==> src/rtl/seg_pkg.sv <==
// seg_pkg: shared widths, char codes and idle patterns for the
// multiplexed 7-segment scan driver.
package seg_pkg;

  localparam int SEG_DIGITS = 4;
  localparam int CHAR_W     = 5;

  localparam logic [CHAR_W-1:0] CH_BLANK = 5'h10;
  localparam logic [CHAR_W-1:0] CH_H     = 5'h11;
  localparam logic [CHAR_W-1:0] CH_L     = 5'h12;
  localparam logic [CHAR_W-1:0] CH_P     = 5'h13;
  localparam logic [CHAR_W-1:0] CH_DASH  = 5'h14;
  localparam logic [CHAR_W-1:0] CH_U     = 5'h15;
  localparam logic [CHAR_W-1:0] CH_R     = 5'h16;
  localparam logic [CHAR_W-1:0] CH_N     = 5'h17;

  localparam logic [6:0]            SEG_OFF = 7'h7F;
  localparam logic [SEG_DIGITS-1:0] AN_OFF  = 4'hF;

endpackage

==> src/rtl/seg_char_decode.sv <==
// seg_char_decode: 5-bit char code to active-low {g,f,e,d,c,b,a}.
// Codes 0x00-0x0F are hex digits; unknown codes are blank.
module seg_char_decode
  import seg_pkg::*;
(
  input  logic [CHAR_W-1:0] code,
  output logic [6:0]        pat
);

  always_comb begin
    pat = SEG_OFF;
    unique case (code)
      5'h00:   pat = 7'h40;
      5'h01:   pat = 7'h79;
      5'h02:   pat = 7'h24;
      5'h03:   pat = 7'h30;
      5'h04:   pat = 7'h19;
      5'h05:   pat = 7'h12;
      5'h06:   pat = 7'h02;
      5'h07:   pat = 7'h78;
      5'h08:   pat = 7'h00;
      5'h09:   pat = 7'h10;
      5'h0A:   pat = 7'h08;
      5'h0B:   pat = 7'h03;
      5'h0C:   pat = 7'h46;
      5'h0D:   pat = 7'h21;
      5'h0E:   pat = 7'h06;
      5'h0F:   pat = 7'h0E;
      CH_H:    pat = 7'h09;
      CH_L:    pat = 7'h47;
      CH_P:    pat = 7'h0C;
      CH_DASH: pat = 7'h3F;
      CH_U:    pat = 7'h41;
      CH_R:    pat = 7'h2F;
      CH_N:    pat = 7'h2B;
      default: pat = SEG_OFF;
    endcase
  end

endmodule

==> src/rtl/seg_scan_driver.sv <==
// seg_scan_driver: 4-digit common-anode scan with frame latch and dead time.
// Optional per-digit blinking is enabled with `define SEG_BLINK_EN.
module seg_scan_driver
  import seg_pkg::*;
#(
  parameter int DIGIT_TICKS  = 50000,
  parameter int DEAD_TICKS   = 500,
  parameter int BLINK_FRAMES = 128
) (
  input  logic                         clk,
  input  logic                         rst_n,
  input  logic [SEG_DIGITS*CHAR_W-1:0] disp,
`ifdef SEG_BLINK_EN
  input  logic [SEG_DIGITS-1:0]        blink_mask,
`endif
  output logic [SEG_DIGITS-1:0]        an,
  output logic [6:0]                   seg,
  output logic                         frame_start
);

  localparam int TW = $clog2(DIGIT_TICKS);
  localparam int IW = $clog2(SEG_DIGITS);

  if (DIGIT_TICKS < 2) begin : g_bad_ticks
    $error("DIGIT_TICKS must be >= 2");
  end
  if (DEAD_TICKS >= DIGIT_TICKS) begin : g_bad_dead
    $error("DEAD_TICKS must be < DIGIT_TICKS");
  end
  if (BLINK_FRAMES < 1) begin : g_bad_blink
    $error("BLINK_FRAMES must be >= 1");
  end

  logic [TW-1:0]                tick;
  logic [IW-1:0]                idx;
  logic [SEG_DIGITS*CHAR_W-1:0] frame;
  logic                         wrap;
  logic                         latch;
  logic                         dead;
  logic                         dim;
  logic [CHAR_W-1:0]            code;
  logic [6:0]                   pat;
  logic [SEG_DIGITS-1:0]        an_d;
  logic [6:0]                   seg_d;

  assign wrap  = tick == TW'(DIGIT_TICKS - 1);
  assign latch = wrap && (idx == IW'(SEG_DIGITS - 1));
  assign dead  = tick < TW'(DEAD_TICKS);
  assign code  = frame[idx*CHAR_W +: CHAR_W];

  always_ff @(posedge clk or negedge rst_n) begin
    if (!rst_n) begin
      tick        <= '0;
      idx         <= '0;
      frame       <= {SEG_DIGITS{CH_BLANK}};
      frame_start <= 1'b0;
    end else begin
      frame_start <= latch;
      if (wrap) begin
        tick <= '0;
        idx  <= idx + 1'b1;
      end else begin
        tick <= tick + 1'b1;
      end
      if (latch) frame <= disp;
    end
  end

`ifdef SEG_BLINK_EN
  localparam int FW = (BLINK_FRAMES > 1) ? $clog2(BLINK_FRAMES) : 1;

  logic [FW-1:0]         fcnt;
  logic                  blink_ph;
  logic [SEG_DIGITS-1:0] mask_q;

  // Mask travels with the frame so blinking never tears either.
  always_ff @(posedge clk or negedge rst_n) begin
    if (!rst_n) begin
      fcnt     <= '0;
      blink_ph <= 1'b0;
      mask_q   <= '0;
    end else if (latch) begin
      mask_q <= blink_mask;
      if (fcnt == FW'(BLINK_FRAMES - 1)) begin
        fcnt     <= '0;
        blink_ph <= ~blink_ph;
      end else begin
        fcnt <= fcnt + 1'b1;
      end
    end
  end

  assign dim = blink_ph & mask_q[idx];
`else
  assign dim = 1'b0;
`endif

  seg_char_decode u_dec (
    .code (code),
    .pat  (pat)
  );

  always_comb begin
    an_d  = AN_OFF;
    seg_d = SEG_OFF;
    if (!dead) begin
      an_d[idx] = 1'b0;
      if (!dim) seg_d = pat;
    end
  end

  always_ff @(posedge clk or negedge rst_n) begin
    if (!rst_n) begin
      an  <= AN_OFF;
      seg <= SEG_OFF;
    end else begin
      an  <= an_d;
      seg <= seg_d;
    end
  end

endmodule

==> config.mk <==
export PLATFORM = sky130hd
export DESIGN_NAME = seg_scan_driver
export DESIGN_NICKNAME = d
export VERILOG_FILES = /design/src/rtl/seg_pkg.sv /design/src/rtl/seg_char_decode.sv /design/src/rtl/seg_scan_driver.sv
export SDC_FILE = /design/constraint.sdc
export NUM_CORES = 1
export LEC_CHECK = 0
export ABC_CLOCK_PERIOD_IN_PS = 2560
export CORE_ASPECT_RATIO = 0.8
export CORE_MARGIN = 5
export CORE_UTILIZATION = 30
export DETAILED_ROUTE_END_ITERATION = 7
export PLACE_DENSITY_LB_ADDON = 0.05
export SLEW_MARGIN = 10
export SYNTH_ARGS = -nofsm -noshare
export SYNTH_HDL_FRONTEND = slang
export SYNTH_HIERARCHICAL = 1
export SYNTH_SLANG_ARGS = --single-unit
==> constraint.sdc <==
create_clock -name clk -period 2.56 [get_ports clk]
set_input_delay 0.256 -clock clk [delete_from_list [all_inputs] [get_ports clk]]
set_output_delay 0.256 -clock clk [all_outputs]
set_load 0.1 [all_outputs]
==> impl_metrics.csv, run 1 <==
group,metric,value,unit
final_layout,multi_input_area,0.001287,mm²
yosys,yosys_warnings,6,
routing,drc,0,
outcome,outcome,"finished, violations left",
yosys,avgSynthCellArea,12.41,µm²
global_routing,grt_pass1_vias,1874,
yosys,synth_most_common_cell,"dfrtp_1",
routing,antenna_left,0,
yosys,synth_area_leader_cell,"dfrtp_1",
floorplan,start_util,31.05,%
timing,worst_slew_pin_slew,0.7075,ns
timing,rsz0062_at_grt,"no",
final_layout,stdcell_area,0.003197,mm²
clock_tree,cts_sinks,50,
timing,setup_viol,0,
run,drv_cap,0,
clock_tree,htree_levels,2,
yosys,syn_area,0.002669,mm²
clock_tree,cts-root-buf,"clkbuf_8",
final_layout,layout.nets,285,
timing,whs,-0.006992,ns
yosys,synth_commonest_cells,"dfrtp_1 (35), mux2_4 (21), dfstp_2 (15)",
timing,clock_skew,0.009029,ns
yosys,synth-edff-count,0,
worst_setup_path,path_max_fanout,17,
floorplan,rows,30,
clock_tree,clkLatencyLatePin,0.30,ns
clock_tree,clk_pin_slew_worst_paths,0.10,ns
place,gp_congestion,0.8097,
timing,fin_crit_sh,83.58,%
yosys,synth-seq-cells,50,
timing,fmax,0.4673,GHz
global_routing,grt_overflow,0,
global_routing,grt_max_degree,31,
worst_setup_path,start_kind,"flip-flop",
clock_tree,cts_buffers,5,
timing,slew_viol_final,0,
outcome,violations,"negative hold slack",
yosys,yosysTopAreaCellShare,32.82,%
floorplan,core_area,0.008596,mm²
routing,vias,1682,
yosys,synth_area_leaders,"dfrtp_1 (33%), dfstp_2 (15%), mux2_4 (12%)",
worst_setup_path,cp.arrival,2.37,ns
floorplan,ios,34,
power_and_ir_drop,p_total,1.536,mW
clock_tree,clock_path_buffers,2,
clock_tree,post_cts_buffers,0,
clock_tree,cts_tree,"done",
clock_tree,postCtsHoldBufs,0,
timing,relSlewSlack,52.83,%
timing,min_period,2.140,ns
global_routing,grt_use_total,11.01,%
yosys,synthDistinctLibCells,47,
routing,via_per_inst,4.634,
routing,drt_wl_total,5313,µm
floorplan,die_x,115.5,µm
timing,fin_ws,0.4203,ns
worst_setup_path,end_kind,"flip-flop",
final_layout,num_antenna_cells,0,
worst_setup_path,worstSetupPathType,"reg -> reg",
final_layout,syn2layout_area_growth,19.78,%
power_and_ir_drop,p_leak,1.377,nW
floorplan,die_y,94.36,µm
routing,first_pass_iters,5,
yosys,syn_inst,215,
yosys,async_reset_ff_share,100.0,%
routing,drt_iter0_markers,82,
place,portBuffers,33,
global_routing,antenna_found_initial,0,
yosys,ys_seq_area_share,47.59,%
clock_tree,cts_resized,0,
power_and_ir_drop,ir_drop,0.2029,mV
worst_setup_path,worst_ep_required_time,2.79,ns
yosys,synthFlopType,"dfrtp_1",
power_and_ir_drop,powerDensity,480.4,mW/mm²
place,dp_hpwl,3934,µm
final_layout,drive_gt1_share,30.28,%
global_routing,grt_pass1_wl,9522,µm
timing,setup_tns,0,ns
routing,wl_per_cell,14.64,µm
yosys,postSynthNetCount,250,
timing,hold_violations,10,
min_path,min_path_type,"in -> async",
floorplan,die_area,0.01089,mm²
final_layout,num-fill-cells,857,
place,post_dp_cell_area,0.003084,mm²
final_layout,register_area,0.001270,mm²
place,dpl_worst_slack,0.4159,ns
power breakdown:
part	leakage [nW]	total (mW)	switching, mW	internal (mW)
Clock	0.0585	0.566	0.273	0.293
Combinational	0.723	0.150	0.0644	0.0860
Sequential	0.595	0.819	0.0101	0.809
final timing paths:
| path | start | end | slack, ns | cells past startpoint |
|---|---|---|---|---|
| max in group asynchronous | rst_n | seg[6]$_DFF_PN1_ | 1.91 | 2 |
| min in group clk | tick[7]$_DFF_PN0_ | tick[7]$_DFF_PN0_ | 0.50 | 1 |
| setup / recovery | idx[0]$_DFFE_PN0N_ | seg[6]$_DFF_PN1_ | 0.42 | 6 |
| setup reg to reg | idx[0]$_DFFE_PN0N_ | seg[6]$_DFF_PN1_ | 0.42 | 6 |
| hold / removal | rst_n | frame[17]$_DFFE_PN0P_ | -0.007 | 1 |
| hold reg to reg | tick[7]$_DFF_PN0_ | tick[7]$_DFF_PN0_ | 0.50 | 1 |
worst max-delay path, stage by stage (launching register included):
cell      delay, ns
dfrtp_1        0.42
buf_4          0.19
mux4_2         0.70
mux2_4         0.36
a221oi_2       0.21
a21oi_1        0.05
nand2b_1       0.14
kinds of logic after synthesis:
group / Yosys count / share of synthesized area (%)
multiplexers: 31 / 18.00
AND/OR/NAND/NOR: 62 / 12.85
XOR/XNOR: 13 / 4.266
buffers and inverters: 20 / 4.172
adder cells (fa/ha/maj): 13 / 6.095
flip-flops: 50 / 47.59
AO/OA/AOI/OAI: 26 / 7.032
registers in the layout, summed over array words and instances, names as in the netlist:
name / cells
an: 4
frame_start: 1
seg: 7
idx: 2
frame: 20
tick: 16
stage by stage:
step                util, %  instances
CTS                   37.19        363
floorplan                 -        215
global placement      35.88        355
detailed placement    35.88        355
finish                37.19        363
global route          37.19        363
per-layer routing:
metal,part of all wire [%],vias to the layer above,global-route usage (%)
met3,3.3,4,2.691
li1,-,830,-
met2,44,20,16.71
met4,0.90,0,2.933
met5,0,-,0
met1,52,828,15.69
area by class of cell:
cell class,instances,share of cell area [%]
Inverter,9,1.057
Clock inverter,3,1.370
Clock buffer,5,2.153
Sequential cell,50,39.73
Multi-Input combinational cell,145,40.27
Tap cell,112,4.384
Timing Repair Buffer,39,11.04
placed cells by master, fill, tap and decap left out, types with 2 or more instances in the layout:
master            n
inv_1             9
xor2_1            2
dfstp_2          15
nor2b_1           2
xnor2_1          11
a31oi_1           2
nand4_1           5
mux2_2            2
clkbuf_8          5
ha_1             13
nand2b_1         11
clkdlybuf4s50_1  20
o211ai_1          3
nor3_1            4
nand2_1          10
dfrtp_1          35
mux4_2            5
nor2_1           13
buf_4            17
a21oi_1           9
o21ai_0           3
mux2_4           21
mux2i_1           3
nand3_1           5
No activity file was read; power rests on OpenSTA's default activity.
==> run 2, diff against run 1 <==
- ABC_CLOCK_PERIOD_IN_PS: 2560 -> 2000
- clock period: 2.56 -> 2 ns (I/O delays scaled with it)
==> run 2 against run 1 <==
Against the previous run: the run ends with negative hold slack, negative setup slack left; worst hold slack about the same; register-to-register slack worse by 0.49 ns; first-iteration DRC count is 49% higher; combinational power is 60% higher; final cell count is 6.9% higher; critical path type unchanged; critical endpoint unchanged.
==> impl_metrics.csv, run 2 (synthesis results as in run 1) <==
group,metric,value,unit
outcome,outcome,"finished, violations left",
outcome,violations,"negative hold slack, negative setup slack",
floorplan,ios,34,
power_and_ir_drop,ir_drop,0.2347,mV
timing,fin_crit_sh,103.6,%
timing,worst_slew_pin_slew,0.6665,ns
worst_setup_path,start_kind,"flip-flop",
worst_setup_path,cp_slowest_stage_delay,0.64,ns
worst_setup_path,r2r_slack,-0.07,ns
global_routing,grt_use_total,11.65,%
place,dp_hpwl,4100,µm
floorplan,rows,30,
timing,fin_ws,-0.07149,ns
global_routing,antenna_found_initial,0,
worst_setup_path,r2r-end,"seg[6]$_DFF_PN1_",
final_layout,top_register,"frame",
worst_setup_path,end_kind,"flip-flop",
place,dpl_worst_slack,-0.07916,ns
routing,antenna_left,0,
global_routing,grt_pass1_wl,9666,µm
clock_tree,clk_pin_slew_worst_paths,0.11,ns
place,placed_cells,373,
worst_setup_path,worst_ep_required_time,2.24,ns
final_layout,reg_top3,"frame x20, tick x16, seg x7",
clock_tree,htree_levels,2,
final_layout,layout.nets,311,
worst_setup_path,cp.arrival,2.31,ns
timing,whs,-0.007388,ns
clock_tree,cts-root-buf,"clkbuf_8",
place,post_dp_cell_area,0.003249,mm²
global_routing,grt_pass1_vias,1834,
run,drv_cap,0,
clock_tree,cts_sinks,50,
floorplan,core_area,0.008596,mm²
clock_tree,clkLatencyLatePin,0.31,ns
min_path,min_path_type,"in -> async",
worst_setup_path,path_max_fanout,7,
worst_setup_path,critical_path_buf_inv_count,0,
routing,drc,0,
timing,min_period,2.071,ns
final_layout,num_antenna_cells,0,
worst_setup_path,worstSetupPathType,"reg -> reg",
power_and_ir_drop,switchingPower,0.4697,mW
final_layout,final_cell_mix,"buf_4 (37), dfrtp_1 (33), mux2_4 (21)",
worst_setup_path,r2r-start,"idx[0]$_DFFE_PN0N_",
timing,rsz0062_at_grt,"yes",
worst_setup_path,cp_top_family,"multiplexers",
final_layout,finalNonFillerCells,388,
clock_tree,clock_path_buffers,2,
floorplan,die_y,94.36,µm
timing,setup_viol,5,
global_routing,grt_overflow,0,
clock_tree,cts_buffers,5,
worst_setup_path,r2r.worst_path.cells,6,
routing,wl_per_cell,16.51,µm
routing,drt_iter0_markers,122,
routing,drt_wl_total,6406,µm
power_and_ir_drop,p_comb_share,12.7,%
power_and_ir_drop,powerDensity,545.2,mW/mm²
power_and_ir_drop,pwr-share-seq,55.9,%
place,gp_congestion,0.7927,
timing,slew_viol_final,0,
place,portBuffers,33,
routing,first_pass_iters,4,
power_and_ir_drop,swShare,24.86,%
final_layout,final_common_cell,"buf_4",
routing,via_per_inst,4.765,
floorplan,die_x,115.5,µm
timing,fmax,0.4827,GHz
floorplan,die_area,0.01089,mm²
worst_setup_path,critPathSlowestCell,"mux4_2",
clock_tree,cts_tree,"done",
timing,hold_violations,11,
final_layout,stdcell_area,0.003465,mm²
timing,relSlewSlack,55.56,%
timing,clock_skew,0.01786,ns
final_layout,syn2layout_area_growth,29.82,%
final_layout,largest_reg_flops,20,
final_layout,drive_gt1_share,39.86,%
routing,vias,1849,
power_and_ir_drop,clkPwrFrac,31.4,%
global_routing,grt_max_degree,51,
floorplan,start_util,31.05,%
power_and_ir_drop,p_int,1.419,mW
power_and_ir_drop,p_leak,1.498,nW
worst_setup_path,crit_chain,"mux4_2 > ha_4 > mux2_4 > a221oi_2 > a21oi_1 > nand2b_4",
==> run 2: cell types whose count changed in the layout (fill, tap and decap cells not counted), sizes merged <==
cell	change
buf	+24
bufinv	-1
clkinvlp	+2
clkinv	-1
inv	-1
mux4	+2
==> run 2: power by group through the flow <==
stage               clock, mW  sequential [mW]  combinational, mW
global route            0.649             1.06              0.261
global placement            0             1.07              0.226
finish                  0.594             1.06              0.240
detailed placement          0             1.07              0.224
floorplan                   0             1.06              0.118
CTS                     0.625             1.05              0.231
==> run 2: worst max path at each step <==
stage	cells past startpoint	from	slack, ns	end
2_1_floorplan	7	idx[0]$_DFFE_PN0N_	-0.08	seg[3]$_DFF_PN1_
3_5_place_dp	6	idx[0]$_DFFE_PN0N_	-0.08	seg[6]$_DFF_PN1_
6_report	6	idx[0]$_DFFE_PN0N_	-0.07	seg[6]$_DFF_PN1_
4_1_cts	9	idx[0]$_DFFE_PN0N_	-0.05	seg[0]$_DFF_PN1_
3_3_place_gp	7	idx[0]$_DFFE_PN0N_	-0.07	seg[0]$_DFF_PN1_
5_1_grt	6	idx[0]$_DFFE_PN0N_	-0.15	seg[5]$_DFF_PN1_
==> run 2: cell type report <==
| type | instances | area (µm²) |
|---|---|---|
| multi-input cells | 147 | 1375 |
| repair buffers | 63 | 556.8 |
| inverters | 9 | 36.28 |
| well taps | 112 | 140.1 |
| clock buffers | 5 | 68.82 |
| clock inverters | 2 | 15.01 |
| fillers | 842 | 5131 |
| flip-flops and latches | 50 | 1272 |
==> run 2: timing repair <==
action,4_1_cts,5_1_grt
endpoints found under the setup margin,7,7
cloned,1,1
resized for setup,7,4
hold buffers,0,0
pin swaps,3,4
setup buffers,2,4
==> run 2: routing by layer <==
layer	global-route usage, %	wire [µm]	up-vias
met4	3.226	57	0
li1	-	-	889
met2	18.26	2900	30
met3	2.434	282	5
met5	0	0	-
met1	16.32	3165	925
==> run 2: per-stage QoR <==
stage	power [mW]	TNS, ns	utilization (%)
4_1_cts	1.906	-0.2391	39.43
3_3_place_gp	1.295	-0.2834	37.80
6_report	1.889	-0.2225	40.31
5_1_grt	1.968	-0.7544	40.31
2_1_floorplan	1.179	-0.2043	-
3_5_place_dp	1.289	-0.4056	37.80
==> run 3, diff against run 2 <==
- CAP_MARGIN: default -> 20
==> results of run 3 <==
Same layout as run 2: the final DEF is identical, and so are final timing and power.
